### config.mk
export PLATFORM = sky130hd
export DESIGN_NAME = mul_seq_ctrl
export DESIGN_NICKNAME = d
export VERILOG_FILES = /design/src/rtl/mul_seq_ctrl.sv
export SDC_FILE = /design/constraint.sdc
export NUM_CORES = 1
export LEC_CHECK = 0
export CORE_ASPECT_RATIO = 1.75
export CORE_MARGIN = 3
export CORE_UTILIZATION = 35
export CTS_BUF_LIST = sky130_fd_sc_hd__clkbuf_8
export DETAILED_ROUTE_END_ITERATION = 6
export SYNTH_ARGS = -nofsm -noshare
export SYNTH_HDL_FRONTEND = slang
export SYNTH_SLANG_ARGS = --single-unit
### constraint.sdc
create_clock -name clk -period 5.05 [get_ports clk]
set_input_delay 0.7575 -clock clk [delete_from_list [all_inputs] [get_ports clk]]
set_output_delay 0.7575 -clock clk [all_outputs]
set_load 0.05 [all_outputs]
### src/rtl/mul_seq_ctrl.sv
// rtl/mul_seq_ctrl.sv - sequential shift-and-add multiplier with IDLE/RUN/DONE control
// Computes p = a*b + cin over WIDTH run cycles; result register holds until the next completion.
module mul_seq_ctrl #(
    parameter int WIDTH = 16
) (
    input  logic                 clk,
    input  logic                 rst,
    input  logic                 start,
    input  logic [WIDTH-1:0]     a,
    input  logic [WIDTH-1:0]     b,
    input  logic                 cin,
    output logic                 busy,
    output logic                 done,
    output logic [2*WIDTH-1:0]   p,
    output logic [WIDTH-1:0]     s,
    output logic                 cout
);

    localparam int CW = (WIDTH > 1) ? $clog2(WIDTH) : 1;

    typedef enum logic [1:0] {
        IDLE = 2'd0,
        RUN  = 2'd1,
        DONE = 2'd2
    } state_t;

    state_t             r_state;
    state_t             w_next_state;
    logic [WIDTH-1:0]   r_a;
    logic [WIDTH-1:0]   r_b;
    logic [CW-1:0]      r_count;
    logic [2*WIDTH-1:0] r_acc;
    logic [2*WIDTH-1:0] r_p;
    logic [2*WIDTH-1:0] w_addend;
    logic [2*WIDTH-1:0] w_sum;
    logic               w_last;

    always_comb begin
        w_next_state = r_state;
        w_addend     = r_b[r_count] ? ({{WIDTH{1'b0}}, r_a} << r_count) : '0;
        w_sum        = r_acc + w_addend;
        w_last       = (r_count == CW'(WIDTH - 1));
        case (r_state)
            IDLE:    if (start) w_next_state = RUN;
            RUN:     if (w_last) w_next_state = DONE;
            DONE:    w_next_state = IDLE;
            default: w_next_state = IDLE;
        endcase
    end

    always_ff @(posedge clk or posedge rst) begin
        if (rst) begin
            r_state <= IDLE;
        end else begin
            r_state <= w_next_state;
        end
    end

    // cin seeds the accumulator LSB so the final sum is a*b + cin
    always_ff @(posedge clk or posedge rst) begin
        if (rst) begin
            r_a     <= '0;
            r_b     <= '0;
            r_count <= '0;
            r_acc   <= '0;
            r_p     <= '0;
        end else begin
            case (r_state)
                IDLE: begin
                    if (start) begin
                        r_a     <= a;
                        r_b     <= b;
                        r_acc   <= {{(2*WIDTH-1){1'b0}}, cin};
                        r_count <= '0;
                    end
                end
                RUN: begin
                    r_acc   <= w_sum;
                    r_count <= r_count + CW'(1);
                    if (w_last) r_p <= w_sum;
                end
                default: ;
            endcase
        end
    end

    assign busy = (r_state != IDLE);
    assign done = (r_state == DONE);
    assign p    = r_p;
    assign s    = r_p[WIDTH-1:0];
    assign cout = |r_p[2*WIDTH-1:WIDTH];

endmodule

## Yosys cells after proc, flatten, opt, wreduce, memory -nomap -nowiden

Cells that the tools add are included.

| word-level totals | value |
|---|---|
| bits in registers | 102 |
| bits of input ports | 36 |
| output and inout port bits | 51 |
| logic and storage cells | 33 |

| cells by class | value |
|---|---|
| add/sub/neg operators | 2 |
| order comparisons | 1 |
| equal/unequal tests | 5 |
| shift-type cells | 1 |
| muxes and demuxes | 10 |
| reduce and logical (&&, ||, !) cells | 8 |

Operators with widths:

| cell | number |
|---|---|
| $mux 32 | 2 |
| $pmux 32 s2 | 1 |
| $add 32x32->32 | 1 |
| $shl 16x4->32 | 1 |
| $reduce_or 16->1 | 1 |
| $pmux 4 s2 | 1 |
| $reduce_and 2->1 | 4 |
| $lt 4x5->1 const B | 1 |
| $add 4x1->4 const B | 1 |
| $bmux 1 s4 | 1 |
| $eq 4x4->1 const B | 1 |
| $mux 2 | 2 |
| $mux 4 | 1 |
| $ne 2x2->1 const B | 2 |
| $pmux 2 s2 | 1 |
| $reduce_bool 2->1 | 2 |
| $eq 2x1->1 const B | 1 |
| $eq 2x2->1 const B | 1 |
| $logic_not 2->1 | 1 |
| $mux 1 | 1 |

## Depth between registers and ports, before layout

Gate-level depths: netlist (run 1).

| depth | value |
|---|---|
| word-level depth | 5 |
| gate-level depth with buffers | 19 |
| mapped depth without buffers | 16 |

## Worst setup path after synthesis (run 1)

OpenSTA, ideal clock, no wires.

| timing | value |
|---|---|
| path kind | reg-to-reg |
| start point | reg r_count[0] |
| end point | reg r_acc[30] |
| setup time | 0.141 ns |
| arrival time | 4.007 ns |
| data required time | 4.909 ns |
| slack | 0.903 ns |
| stages on the path, launching flop included | 20 |
| path buffers | 3 |
| clock period less this slack | 4.147 ns |
| path through | dfrtp_1 -> buf_4 -> mux2i_1 -> nor2_1 -> o31ai_1 -> a21oi_1 -> o21ai_0 -> and2_1 -> clkbuf_1 -> clkbuf_1 -> a211oi_1 -> ha_1 -> and3_1 -> nand3_1 -> or4b_2 -> a31o_2 -> a31oi_1 -> a21oi_1 -> xnor2_1 -> o22ai_1 |

| between the ends | value |
|---|---|
| cells in the longest elaborated chain, start to end | 5 |
| elaborated cells on any way between the ends | 6 |
| those cells by class | add/sub: 1; shift: 1; mux: 4 |

RTL lines:

| what | line | RTL |
|---|---|---|
| from (decl) | 31 | `logic [CW-1:0] r_count;` |
| from (signal assigned) | 79 | `r_count <= r_count + CW'(1);` |
| $bmux 1 s4 | 40 | `w_addend = r_b[r_count] ? ({{WIDTH{1'b0}}, r_a} << r_count) : '0;` |
| $mux 1 (not written as such) | 40 |  |
| $mux 32 * | 40 |  |
| $add 32x32->32 * | 41 | `w_sum = r_acc + w_addend;` |
| $pmux 32 s2 * | 68 | `case (r_state)` |
| to (signal assigned) | 73 | `r_acc <= {{(2*WIDTH-1){1'b0}}, cin};` |
| to (signal assigned) | 78 | `r_acc <= w_sum;` |
| to (decl) | 32 | `logic [2*WIDTH-1:0] r_acc;` |

Every way passes the cells marked *; elsewhere a longest branch is shown, timed or not. The select of a mux whose other input is x is not followed.
A chain may end at the register's enable or synchronous reset.

## Worst setup path in the final report (run 1)

| timing | value |
|---|---|
| start point | reg r_count[0] |
| end point | reg r_p[30], in the netlist p[30] |

| between the ends | value |
|---|---|
| cells in the longest elaborated chain, start to end | 4 |
| elaborated cells on any way between the ends | 7 |
| those cells by class | add/sub: 1; eq/ne: 1; shift: 1; mux: 3; reduce/logical: 1 |

RTL lines:

| what | line | RTL |
|---|---|---|
| $bmux 1 s4 | 40 |  |
| $mux 1 (not written as such) | 40 |  |
| $mux 32 | 40 |  |
| $add 32x32->32 | 41 |  |
| to (signal assigned) | 80 | `if (w_last) r_p <= w_sum;` |
| to (decl) | 33 | `logic [2*WIDTH-1:0] r_p;` |

Several ways; a longest one is shown, not always the timed one. The select of a mux whose other input is x is not followed.

==> results of run 1 <==
## cells in the final DEF, fill, tap and decap left out, types with 9 or more instances in the layout
| master | synthesis | final |
|---|---|---|
| a211oi_1 | 19 | 19 |
| ha_1 | 32 | 32 |
| nor3_1 | 9 | 9 |
| xnor2_1 | 17 | 17 |
| dfrtp_1 | 102 | 102 |
| clkbuf_8 | 0 | 9 |
| buf_4 | 17 | 12 |
| clkdlybuf4s50_1 | 0 | 86 |
| nor2b_1 | 13 | 13 |
| a21oi_1 | 40 | 40 |
| o22ai_1 | 27 | 27 |
| and2_1 | 16 | 16 |
| o21ai_0 | 57 | 57 |
| mux2i_1 | 19 | 19 |
| xor2_1 | 10 | 10 |
| nor2_1 | 53 | 52 |
| nand2_1 | 102 | 102 |
| mux2_2 | 41 | 41 |
| inv_1 | 14 | 13 |
| a21o_1 | 19 | 19 |
## path summary, 6_finish.rpt
kind	end	slack, ns	depth (start not counted)
setup / recovery	p[30]	0.46	16
hold / removal	r_acc[0]	0.49	2
setup reg to reg	p[30]	0.46	16
hold reg to reg	r_acc[0]	0.49	2
max in group asynchronous	p[17]	3.19	3
min in group asynchronous	r_b[11]	0.92	2
## layer usage
metal  share of wire  GRT usage  vias up  wire length, microns
li1                -          -     2734                     -
met3           0.036    0.01954       38                   628
met1            0.41     0.2079     2628                  7001
met2            0.52     0.3050      141                  9040
met5               0          0        -                     0
met4           0.035    0.07871        0                   597
## logic make-up (layout without fill, tap and decap cells)
kind of cell / count (synthesis) / count (layout)
AND/OR/NAND/NOR: 242 / 242
multiplexers: 64 / 64
AO/OA/AOI/OAI: 199 / 199
XOR/XNOR: 27 / 27
flip-flops: 102 / 102
adder cells (fa/ha/maj): 33 / 33
buffers and inverters: 69 / 128
## registers in the layout, indices dropped and copies added (netlist names)
register / flops
r_count: 4
r_state: 2
r_acc: 32
r_b: 16
r_a: 16
p: 32
## critical path, stage by stage (launching register included)
cell and delay [ns]:
dfrtp_1 0.56, buf_4 0.38, mux2_2 0.39, o21ai_0 0.32
nor2_1 0.07, a21oi_1 0.21, and2_1 0.16, a211oi_1 0.05
ha_1 0.38, and3_1 0.25, nand3_1 0.12, or4b_2 0.58
a31o_2 0.27, a31oi_1 0.25, a21oi_1 0.12, xnor2_1 0.21
o21ai_0 0.10
## cell type report
class	instances	area, sq um
Fill cell	1893	10750
Multi-Input combinational cell	565	3791
Sequential cell	102	2552
Timing Repair Buffer	98	950.9
Tap cell	238	297.8
Clock inverter	7	145.1
Clock buffer	9	123.9
Inverter	14	55.05
## cell usage after synthesis (2+ instances only)
cell,number,area share
o21ai_0,57,0.043
or3_1,5,0.0047
mux2_2,41,0.069
dfrtp_1,102,0.38
nand2b_1,9,0.0085
mux2i_1,19,0.029
nand2_1,102,0.058
a31o_2,2,0.0026
nor2b_1,13,0.012
and3_1,8,0.0075
clkbuf_1,29,0.016
xor2_1,10,0.013
o31ai_1,4,0.0045
a221o_1,3,0.0045
a22oi_1,2,0.0023
o22ai_1,27,0.025
nor2_1,53,0.030
a21o_1,19,0.021
nand3_1,8,0.0060
inv_1,14,0.0079
a21oi_1,40,0.030
and2_1,16,0.015
nand4_1,6,0.0056
ha_1,32,0.060
buf_1,8,0.0045
o21bai_1,2,0.0023
a211oi_1,19,0.021
a31oi_1,7,0.0066
o21a_1,3,0.0034
nor4_1,4,0.0038
or2_2,3,0.0028
buf_4,17,0.019
nor3_1,9,0.0068
mux4_2,4,0.014
xnor2_1,17,0.022
## stage by stage
step / setup WS (ns) / instances / utilization / cell area (sq um)
5_1_grt: 0.1602 / 1033 / 0.4242 / 7916
2_1_floorplan: 0.9027 / 736 / - / 6658
4_1_cts: 0.4852 / 1033 / 0.4242 / 7916
6_report: 0.4604 / 1033 / 0.4242 / 7916
3_3_place_gp: 0.5521 / 1017 / 0.4098 / 7647
3_5_place_dp: 0.5249 / 1017 / 0.4098 / 7647
==> flow_summary_export.csv, run 1 <==
group,metric,value,unit
sta,worst_pin_slew,1.076,ns
logic_synthesis,ys_types,57,
job,max_cap_violations,0,
routing,dr.pass1.iters,5,
cts,ctsHoldBuffers,0,
logic_synthesis,synth_mux_area_frac,0.1114,
setup_path,r2r_start,"r_count[0]",
logic_synthesis,synthArstFlopShare,1.000,
sta,maxSlewViolCount,0,
logic_synthesis,ys_seq_elements,102,
cts,cts_tree,"done",
global_route,grt_pass1_vias,5469,
routing,post-route-drc-count,0,
global_route,grt_max_degree,75,
cts,cts_root_buf,"clkbuf_8",
sta,fin_crit,4.590,ns
routing,ant_nets,0,
placed_design,place_congestion,0.9524,
logic_synthesis,synth_compound_gate_area_share,0.1896,
logic_synthesis,syn_nets,805,
logic_synthesis,synth_top_family_by_area,"compound AO/OA/AOI/OAI gates",
cts,cts_resized,0,
setup_path,critical_path_class,"reg2reg",
logic_synthesis,avgSynthCellArea,9.046,sq um
sta,hold_viol_final,0,
setup_path,critPathRequiredTime,5.28,ns
cells_and_area,drive_gt1_frac,0.1094,
setup_path,endpoint_kind,"register",
cts,post_cts_buffers,0,
logic_synthesis,synth_edf_count,0,
floorplanning,start_util,0.3567,
global_route,grt_use_total,0.1736,
sta,final-setup-viol-count,0,
worst_hold_path,min-delay-start,"r_acc[0]",
logic_synthesis,synthXorXnorAreaFrac,0.03552,
setup_path,crit_path_start_kind,"register",
setup_path,critPathMaxFanout,26,
sta,clock.fmax,217.9,MHz
cts,numCtsBuffers,9,
routing,routed_wl,17270,microns
cts,clock_latency,0.39,ns
floorplanning,dieWidth,110.3,microns
worst_hold_path,hold_class,"reg2reg",
logic_synthesis,synth_area,6658,sq um
global_route,antenna_found_initial,0,
logic_synthesis,synth_cells,736,
global_route,grt-ovfl-total,0,
cells_and_area,syn_to_final_growth,18.91,%
sta,setup-tns-final,0,ns
sta,min_period_over_period,0.9088,
floorplanning,io_pins,87,
logic_synthesis,synthFlopType,"dfrtp_1",
run_status,status,"complete, no violations",
floorplanning,die_h,188.5,microns
cts,clk_pin_slew_worst_paths,0.10,ns
floorplanning,die-area,20780,sq um
logic_synthesis,synth_fa_ha_area_frac,0.06315,
cts,cts_sinks,102,
routing,drt-initial-drc-count,206,
routing,wl_per_cell,16.72,microns
cts,htree_levels,3,
logic_synthesis,yosys.area_share.simple,0.1682,
sta,timing.hold.ws,0.4944,ns
floorplanning,num_rows,66,
placed_design,dpl.hpwl,13250,microns
setup_path,startpoint,"r_count[0]",
cells_and_area,fin_nets,859,
floorplanning,fp.coreArea,18660,sq um
sta,relSlewSlack,0.2829,
cells_and_area,antennaDiodeCount,0,
logic_synthesis,seq_area_frac_synth,0.3834,
global_route,grt_pass1_wl,28240,microns
sta,rsz0062_at_grt,"false",
routing,post_drt_via_cell_ratio,5.364,
sta,skew,0.006121,ns
placed_design,port-buffer-count,86,
setup_path,arrival,4.82,ns
logic_synthesis,yosys_warnings,0,
cts,cts_max_path_buffers,2,
routing,dr_total_vias,5541,
Power of run 1 is left out: the tool's default activity adds up to more than one toggle a clock period on the data nets, which glitch-free logic cannot reach.
==> inputs of run 2 (changes only) <==
==> constraint.sdc (replaced) <==
create_clock -name clk -period 4.9 [get_ports clk]
set_input_delay 0.735 -clock clk [delete_from_list [all_inputs] [get_ports clk]]
set_output_delay 0.735 -clock clk [all_outputs]
set_load 0.05 [all_outputs]
==> flow_summary_export.csv, run 2 (same netlist as run 1, synthesis figures left out) <==
group,metric,value,unit
floorplanning,dieWidth,110.3,microns
cells_and_area,fin_nets,860,
setup_path,critPathMaxFanout,25,
routing,dr.pass1.iters,7,
job,max_cap_violations,0,
placed_design,port-buffer-count,86,
cells_and_area,design_area,7855,sq um
global_route,antenna_found_initial,0,
cells_and_area,final_cell_mix,"nand2_1 (102), dfrtp_1 (102), clkdlybuf4s50_1 (86)",
setup_path,crit_top_cell,"a21oi_1",
setup_path,worstPathCellList,"buf_6 -> mux2_2 -> o21ai_0 -> nor2_1 -> a21oi_1 -> and2_1 -> a211oi_1 -> ha_1 -> and3_1 -> nand3_1 -> or4b_2 -> a31o_2 -> a31oi_1 -> a21oi_1 -> xnor2_1 -> o22ai_1",
setup_path,crit_path_start_kind,"register",
sta,clock.fmax,221.1,MHz
global_route,grt_pass1_vias,5312,
routing,wl_per_cell,16.32,microns
cts,cts_tree,"done",
global_route,grt_max_degree,75,
routing,dr_total_vias,5491,
setup_path,crit_path_top_delay_cell,"or4b_2",
setup_path,max_stage_delay,0.58,ns
cts,post_cts_buffers,0,
cts,numCtsBuffers,9,
cts,htree_levels,3,
sta,min_period_over_period,0.9230,
setup_path,critPathRequiredTime,5.14,ns
floorplanning,io_pins,87,
setup_path,startpoint,"r_count[0]",
cts,clk_pin_slew_worst_paths,0.10,ns
global_route,grt-ovfl-total,0,
routing,drt-initial-drc-count,286,
floorplanning,start_util,0.3567,
sta,final-setup-viol-count,0,
sta,fin_crit,4.523,ns
sta,relSlewSlack,0.3751,
setup_path,r2r_start,"r_count[0]",
setup_path,endpoint_kind,"register",
setup_path,arrival,4.76,ns
cells_and_area,antennaDiodeCount,0,
global_route,grt_use_total,0.1675,
floorplanning,die_h,188.5,microns
sta,skew,0.01367,ns
placed_design,dpl.hpwl,12990,microns
placed_design,place_congestion,0.9139,
sta,timing.hold.ws,0.4997,ns
cells_and_area,drive_gt1_frac,0.1107,
routing,routed_wl,16860,microns
sta,rsz0062_at_grt,"false",
cells_and_area,utilization,0.4209,
global_route,grt_pass1_wl,27400,microns
setup_path,critical_path_class,"reg2reg",
routing,post_drt_via_cell_ratio,5.316,
cts,cts_max_path_buffers,2,
routing,ant_nets,0,
floorplanning,num_rows,66,
sta,setup-tns-final,0,ns
worst_hold_path,min-delay-start,"r_acc[0]",
cells_and_area,syn_to_final_growth,17.99,%
cells_and_area,filler_cell_count,1879,
floorplanning,fp.coreArea,18660,sq um
cts,clock_latency,0.39,ns
routing,post-route-drc-count,0,
floorplanning,die-area,20780,sq um
cts,cts_sinks,102,
setup_path,cp_top_family,"compound AO/OA/AOI/OAI gates",
cts,ctsHoldBuffers,0,
worst_hold_path,hold_class,"reg2reg",
run_status,status,"complete, no violations",
sta,maxSlewViolCount,0,
placed_design,place_area,7655,sq um
cts,cts_root_buf,"clkbuf_8",
setup_path,crit_buf_inv,1,
sta,hold_viol_final,0,
sta,worst_pin_slew,0.9374,ns
run 2: cell types whose count changed in the layout (fill, tap and decap cells not counted), sizes merged:
| cell | delta |
|---|---|
| buf | +1 |
| bufinv | -3 |
| clkbuf | +1 |
| clkinv | +1 |
run 2: final timing paths:
path / endpoint / slack [ns] / cells after the start
worst min register to register: r_acc[0] / 0.50 / 2
worst min-delay path: r_acc[0] / 0.50 / 2
worst max register to register: r_acc[30] / 0.38 / 16
min in group asynchronous: r_b[9] / 0.87 / 2
max in group asynchronous: p[23] / 3.10 / 3
worst max-delay path: r_acc[30] / 0.38 / 16
run 2: per-layer routing:
metal,wire length (microns),up-vias,GRT usage
met5,0,-,0
met4,495,0,0.06733
met3,451,26,0.01783
met2,8815,122,0.2984
met1,7094,2605,0.2011
li1,-,2738,-
run 2: layout make-up:
class,count,area [sq um],share of cell area
clock buffers,10,137.6,0.01752
clock inverters,5,57.56,0.007327
inverters,14,55.05,0.007009
multi-input cells,565,3792,0.4828
flip-flops and latches,102,2552,0.3249
well taps,238,297.8,0.03791
repair buffers,99,962.2,0.1225
run 2: timing repair:
item | 4_1_cts | 5_1_grt
setup endpoints to repair | 0 | 4
hold endpoints to repair | 0 | 0
gates resized for setup | 0 | 2
run 2: worst reg2reg max path: cells and delay by family, from the launching register on:
family | cells | cell delay (ns)
AO/OA/AOI/OAI | 7 | 1.40
AND/OR/NAND/NOR | 5 | 1.18
flip-flops | 1 | 0.57
multiplexers | 1 | 0.38
adder cells (fa/ha/maj) | 1 | 0.37
buffers and inverters | 1 | 0.29
XOR/XNOR | 1 | 0.19
run 2: through the flow:
step	worst slack, ns	cells
2_1_floorplan	0.7527	736
3_3_place_gp	0.3740	1018
6_report	0.3774	1033
4_1_cts	0.2803	1033
3_5_place_dp	0.2879	1018
5_1_grt	0.02485	1033
Power of run 2 is left out for the same reason.
==> patch 1: new RTL, flow settings as in run 2 <==
The 3 states of `state_t` get a one-hot encoding in 3 bits.
--- a/src/rtl/mul_seq_ctrl.sv
+++ b/src/rtl/mul_seq_ctrl.sv
@@ -20,6 +20,6 @@
 
-    typedef enum logic [1:0] {
-        IDLE = 2'd0,
-        RUN  = 2'd1,
-        DONE = 2'd2
+    typedef enum logic [2:0] {
+        IDLE = 3'b001,
+        RUN  = 3'b010,
+        DONE = 3'b100
     } state_t;
Formal check against the unedited RTL: no difference found for any inputs over 10 cycles, from zero or initial values and one cycle with rst high; not proved beyond that.
==> patch 1 against run 2 <==
- worst setup slack better by 0.11 ns
- final area is 0.30% lower
- sequential share of layout area is 0.43 points higher
- non-clock buffer count is 1 higher
- sequential cell count is 1 higher
- wire length is 0.55% higher
- synthesized area is 0.90% higher
- critical path depth is 1 lower
- maximum frequency is 2.4% higher
- count of clock-buffer cells in the layout is 1 lower
- final cell count is 4.5% higher
==> patch 1: results (changes against run 2) <==
metric	value	unit	change
fill cell count	1917		+2.0%
critical-path maximum fanout	28		+12%
clock latency on the worst-skew pair	0.41	ns	+0.02 ns
Seq/Total Area, Yosys	0.384		+0.000484
routed vias	5555		+1.2%
Clock Path Buffers	2		unchanged
Routed WL	16900	um	+0.55%
Synth area leaders	dfrtp_1 38%, nand2_1 9.9%, ha_1 6.0%, o21ai_0 4.8%, a21oi_1 3.4%		
outcome	finished clean		
placed instance count	1064		+4.5%
switching power	1.58	mW	
routability cong.	0.920		+0.70%
Post-synth top cells	178 x nand2_1, 102 x dfrtp_1, 65 x o21ai_0		
Avg Vias per Cell	5.14		-3.2%
syn_nets	860		+6.8%
Placement Setup Slack	0.518	ns	+0.230 ns
Critical Path AT	4.71	ns	-0.05 ns
first-pass GRT wire length	28300	um	+3.2%
Final #Nets	906		+5.3%
layout cells sized above 1	0.0772		-0.0335
max incr delay on CP	0.54	ns	-0.04 ns
Post-synth ARST share	1.00		unchanged
CP max stage cell	dfrtp_1		
Syn Area/Cell	8.49	um2	-6.1%
1st-iter DRT viols	312		+9.1%
DP HPWL	13000	um	+0.15%
Slew @ Worst Pin	1.13	ns	+0.196 ns
Overall Global Routing Usage	0.165		-0.00276
clock skew	0.0213	ns	+0.00766 ns
Distinct cells, synth	65		+14%
largest net degree at the start of global routing	54		-28%
Area Growth Syn to Fin	16.6	%	
vias in the first global route	5486		+3.3%
TritonRoute pass-1 iters	5		-2
dpl cell area	0.00766	mm2	about the same
-- patch 1: cell count changes in the layout (fill, tap and decap cells not counted), sizes merged, moves of 5 or more --
cell	delta
nand2	+77
mux2	-29
o22ai	-27
nand3	+19
o21ai	+11
a21o	-10
a22o	+10
nand4	+7
nand2b	-6
nor2b	-6
a31oi	-5
-- patch 1: power groups by stage --
stage               sequential, mW  combinational (mW)  clock (mW)
detailed placement            1.26                1.75           0
CTS                           1.24                1.76       0.514
global placement              1.26                1.73           0
finish                        1.24                1.75       0.496
floorplan                     1.18                1.36           0
global route                  1.27                1.96       0.541
-- patch 1: metal layers --
layer / vias up / GRT usage / share of wire
li1: 2844 / - / -
met2: 129 / 0.303 / 0.53
met1: 2559 / 0.195 / 0.41
met4: 0 / 0.0626 / 0.025
met5: - / 0 / 0
met3: 23 / 0.0192 / 0.033
-- patch 1: final cells by class --
class                   count  area share
repair buffers            100       0.123
multi-input cells         610       0.481
clock inverters             7     0.00623
well taps                 238      0.0380
clock buffers               9      0.0158
inverters                  13     0.00655
flip-flops and latches    103       0.329
-- patch 1: final timing paths --
path | startpoint | endpoint | slack (ns) | cells past startpoint
hold reg to reg | r_b[7] | r_b[7] | 0.48 | 2
max in group asynchronous | rst | r_state[0] | 3.34 | 3
setup / recovery | r_count[0] | r_acc[31] | 0.48 | 15
setup reg to reg | r_count[0] | r_acc[31] | 0.48 | 15
hold / removal | r_b[7] | r_b[7] | 0.48 | 2
min in group asynchronous | rst | r_b[0] | 0.70 | 2
-- patch 1: cell families after synthesis --
family / synth area share
and+or+nand+nor: 0.218
AOI/OAI and AO/OA: 0.184
DFF: 0.384
buffers and inverters: 0.0564
adders and majority gates: 0.0626
muxes: 0.0574
xor gates and xnor gates: 0.0378
==> patch 2: new RTL, settings of run 2 <==
Without the edit above. The parameter `WIDTH` goes from 16 to 32.
--- a/src/rtl/mul_seq_ctrl.sv
+++ b/src/rtl/mul_seq_ctrl.sv
@@ -3,3 +3,3 @@
 module mul_seq_ctrl #(
-    parameter int WIDTH = 16
+    parameter int WIDTH = 32
 ) (
Interface: changed (resized a, b, p and s); port bits go from 87 to 167. No check against the original RTL was run, so the function may have changed too.
==> patch 2 against run 2 <==
- sequential share of layout area shrank 4.4 points
- via count grew 130%
- wire length grew to 2.6 times the old value
- sequential cell count grew 97
- synthesized area grew 110%
- core utilization grew 3.8 points
- final area grew 130%
- non-clock buffer count grew 284
- highest routed layer unchanged
- die area grew 100%
- worst setup slack lost 0.21 ns
- worst hold slack lost 0.014 ns
- first-iteration DRC count grew 130%
Power is left out: the tool's default activity adds up to more than one toggle a clock period on the data nets, which glitch-free logic cannot reach.
==> patch 2: results (changes against run 2) <==
metric	value	unit	change
DP HPWL	34200	um	+160%
FF-to-FF setup slack	0.17	ns	-0.21 ns
clock latency on the worst-skew pair	0.53	ns	+0.14 ns
antenna violations before repair	1		+1
outcome	finished clean		
Max-slew headroom	0.304		-0.0713
routed vias	12700		+130%
Distinct cells, synth	68		+19%
clock skew	0.0266	ns	+0.0129 ns
1st-iter DRT viols	646		+130%
reg2reg end	r_acc[51]		
largest net degree at the start of global routing	110		+47%
layout cells sized above 1	0.196		+0.0849
hold_sp	r_b[17]		
H-tree Lvls	4		+1
critical-path maximum fanout	17		-32%
M1 GR Usage	0.229		+0.0278
Final #Nets	2038		+140%
TritonRoute pass-1 iters	5		-2
syn_nets	1785		+120%
worst hold margin	0.486	ns	-0.0141 ns
Post-synth top cells	344 x nand2_1, 199 x dfrtp_1, 174 x o21ai_0		
Overall Global Routing Usage	0.203		+0.0359
fill cell count	3787		+100%
reg2reg path depth	21		+5
Synth area leaders	dfrtp_1 36%, nand2_1 9.4%, o21ai_0 6.3%, ha_1 5.9%, mux4_2 5.2%		
Port Buf Inserts	166		+93%
Routed WL per cell	18.0	um	+10%
M2 GR Usage	0.383		+0.0842
routability cong.	0.964		+5.5%
Critical Path AT	5.12	ns	+0.36 ns
GRT met3 Usage	0.0167		-0.00113
CTS buffer count	17		+8
Seq/Total Area, Yosys	0.361		-0.0227
patch 2: changes by cell type in the layout (fill, tap and decap cells not counted), sizes merged, moves of 18 or more:
cell           change
nand2            +243
a21oi             +45
o22ai             -27
nand4             +18
dfrtp             +97
clkdlybuf4s50     +80
xor2              +20
mux4              +28
ha                +33
nor2              +64
buf              +204
nand3             +70
o21ai            +123
patch 2: cell type report:
class	count	area (um2)	share of cell area
multi-input cells	1280	8250	0.465
repair buffers	383	3390	0.191
well taps	485	607	0.0342
flip-flops and latches	199	4990	0.281
clock buffers	18	248	0.0140
diodes	1	2.50	0.000141
clock inverters	14	144	0.00812
inverters	23	93.8	0.00529
patch 2: worst max-delay path, stage by stage, from the launching register on:
cell and delay, ns:
dfrtp_4 0.50, buf_4 0.15, buf_12 0.15, buf_12 0.13, mux4_2 0.47, mux2i_1 0.22
buf_4 0.14, a21oi_1 0.10, nor2_1 0.24, a211oi_2 0.09, ha_1 0.41, nand4_1 0.15
nor3_1 0.07, buf_4 0.14, a221o_1 0.31, nor3_2 0.22, o32ai_2 0.19, o2bb2ai_2 0.19
nor4_4 0.27, o31ai_2 0.10, xnor2_1 0.24, o21ai_1 0.08
patch 2: metal layers:
layer | up-vias | routed length, um
li1 | 6261 | -
met1 | 6032 | 16700
met2 | 284 | 23400
met3 | 73 | 1190
met4 | 0 | 1780
met5 | - | 0
patch 2: worst max path at each step:
stage | end | slack [ns] | cells past startpoint
after floorplan | p[59] | 0.23 | 20
after global placement | r_acc[52] | 0.04 | 19
after detailed placement | r_acc[51] | 0.02 | 20
after CTS | r_acc[51] | 0.002 | 20
after global routing | r_acc[59] | -0.05 | 22
final | r_acc[51] | 0.17 | 21
patch 2: per-stage QoR:
| stage | area (um2) | TNS, ns | cells | worst slack, ns |
|---|---|---|---|---|
| global placement | 17000 | 0 | 2350 | 0.0443 |
| finish | 17700 | 0 | 2403 | 0.167 |
| detailed placement | 17000 | 0 | 2350 | 0.0155 |
| CTS | 17400 | 0 | 2382 | 0.00249 |
| floorplan | 13800 | 0 | 1651 | 0.235 |
| global route | 17700 | -0.101 | 2403 | -0.0454 |
patch 2: kinds of logic (layout without fill, tap and decap cells):
logic type | count (synthesis) | count (layout) | synth area share
flip-flops | 199 | 199 | 0.361
other | 0 | 1 | 0
multiplexers | 91 | 91 | 0.0973
buffers and inverters | 172 | 438 | 0.0579
AO/OA/AOI/OAI | 400 | 400 | 0.175
adder cells (fa/ha/maj) | 66 | 66 | 0.0604
AND/OR/NAND/NOR | 661 | 661 | 0.210
XOR/XNOR | 62 | 62 | 0.0393
patch 2: timing repair:
action                     in CTS  in global routing
setup endpoints to repair       4                 62
pin swaps                       0                 16
setup buffers                   0                 21
gates resized for setup         1                 62
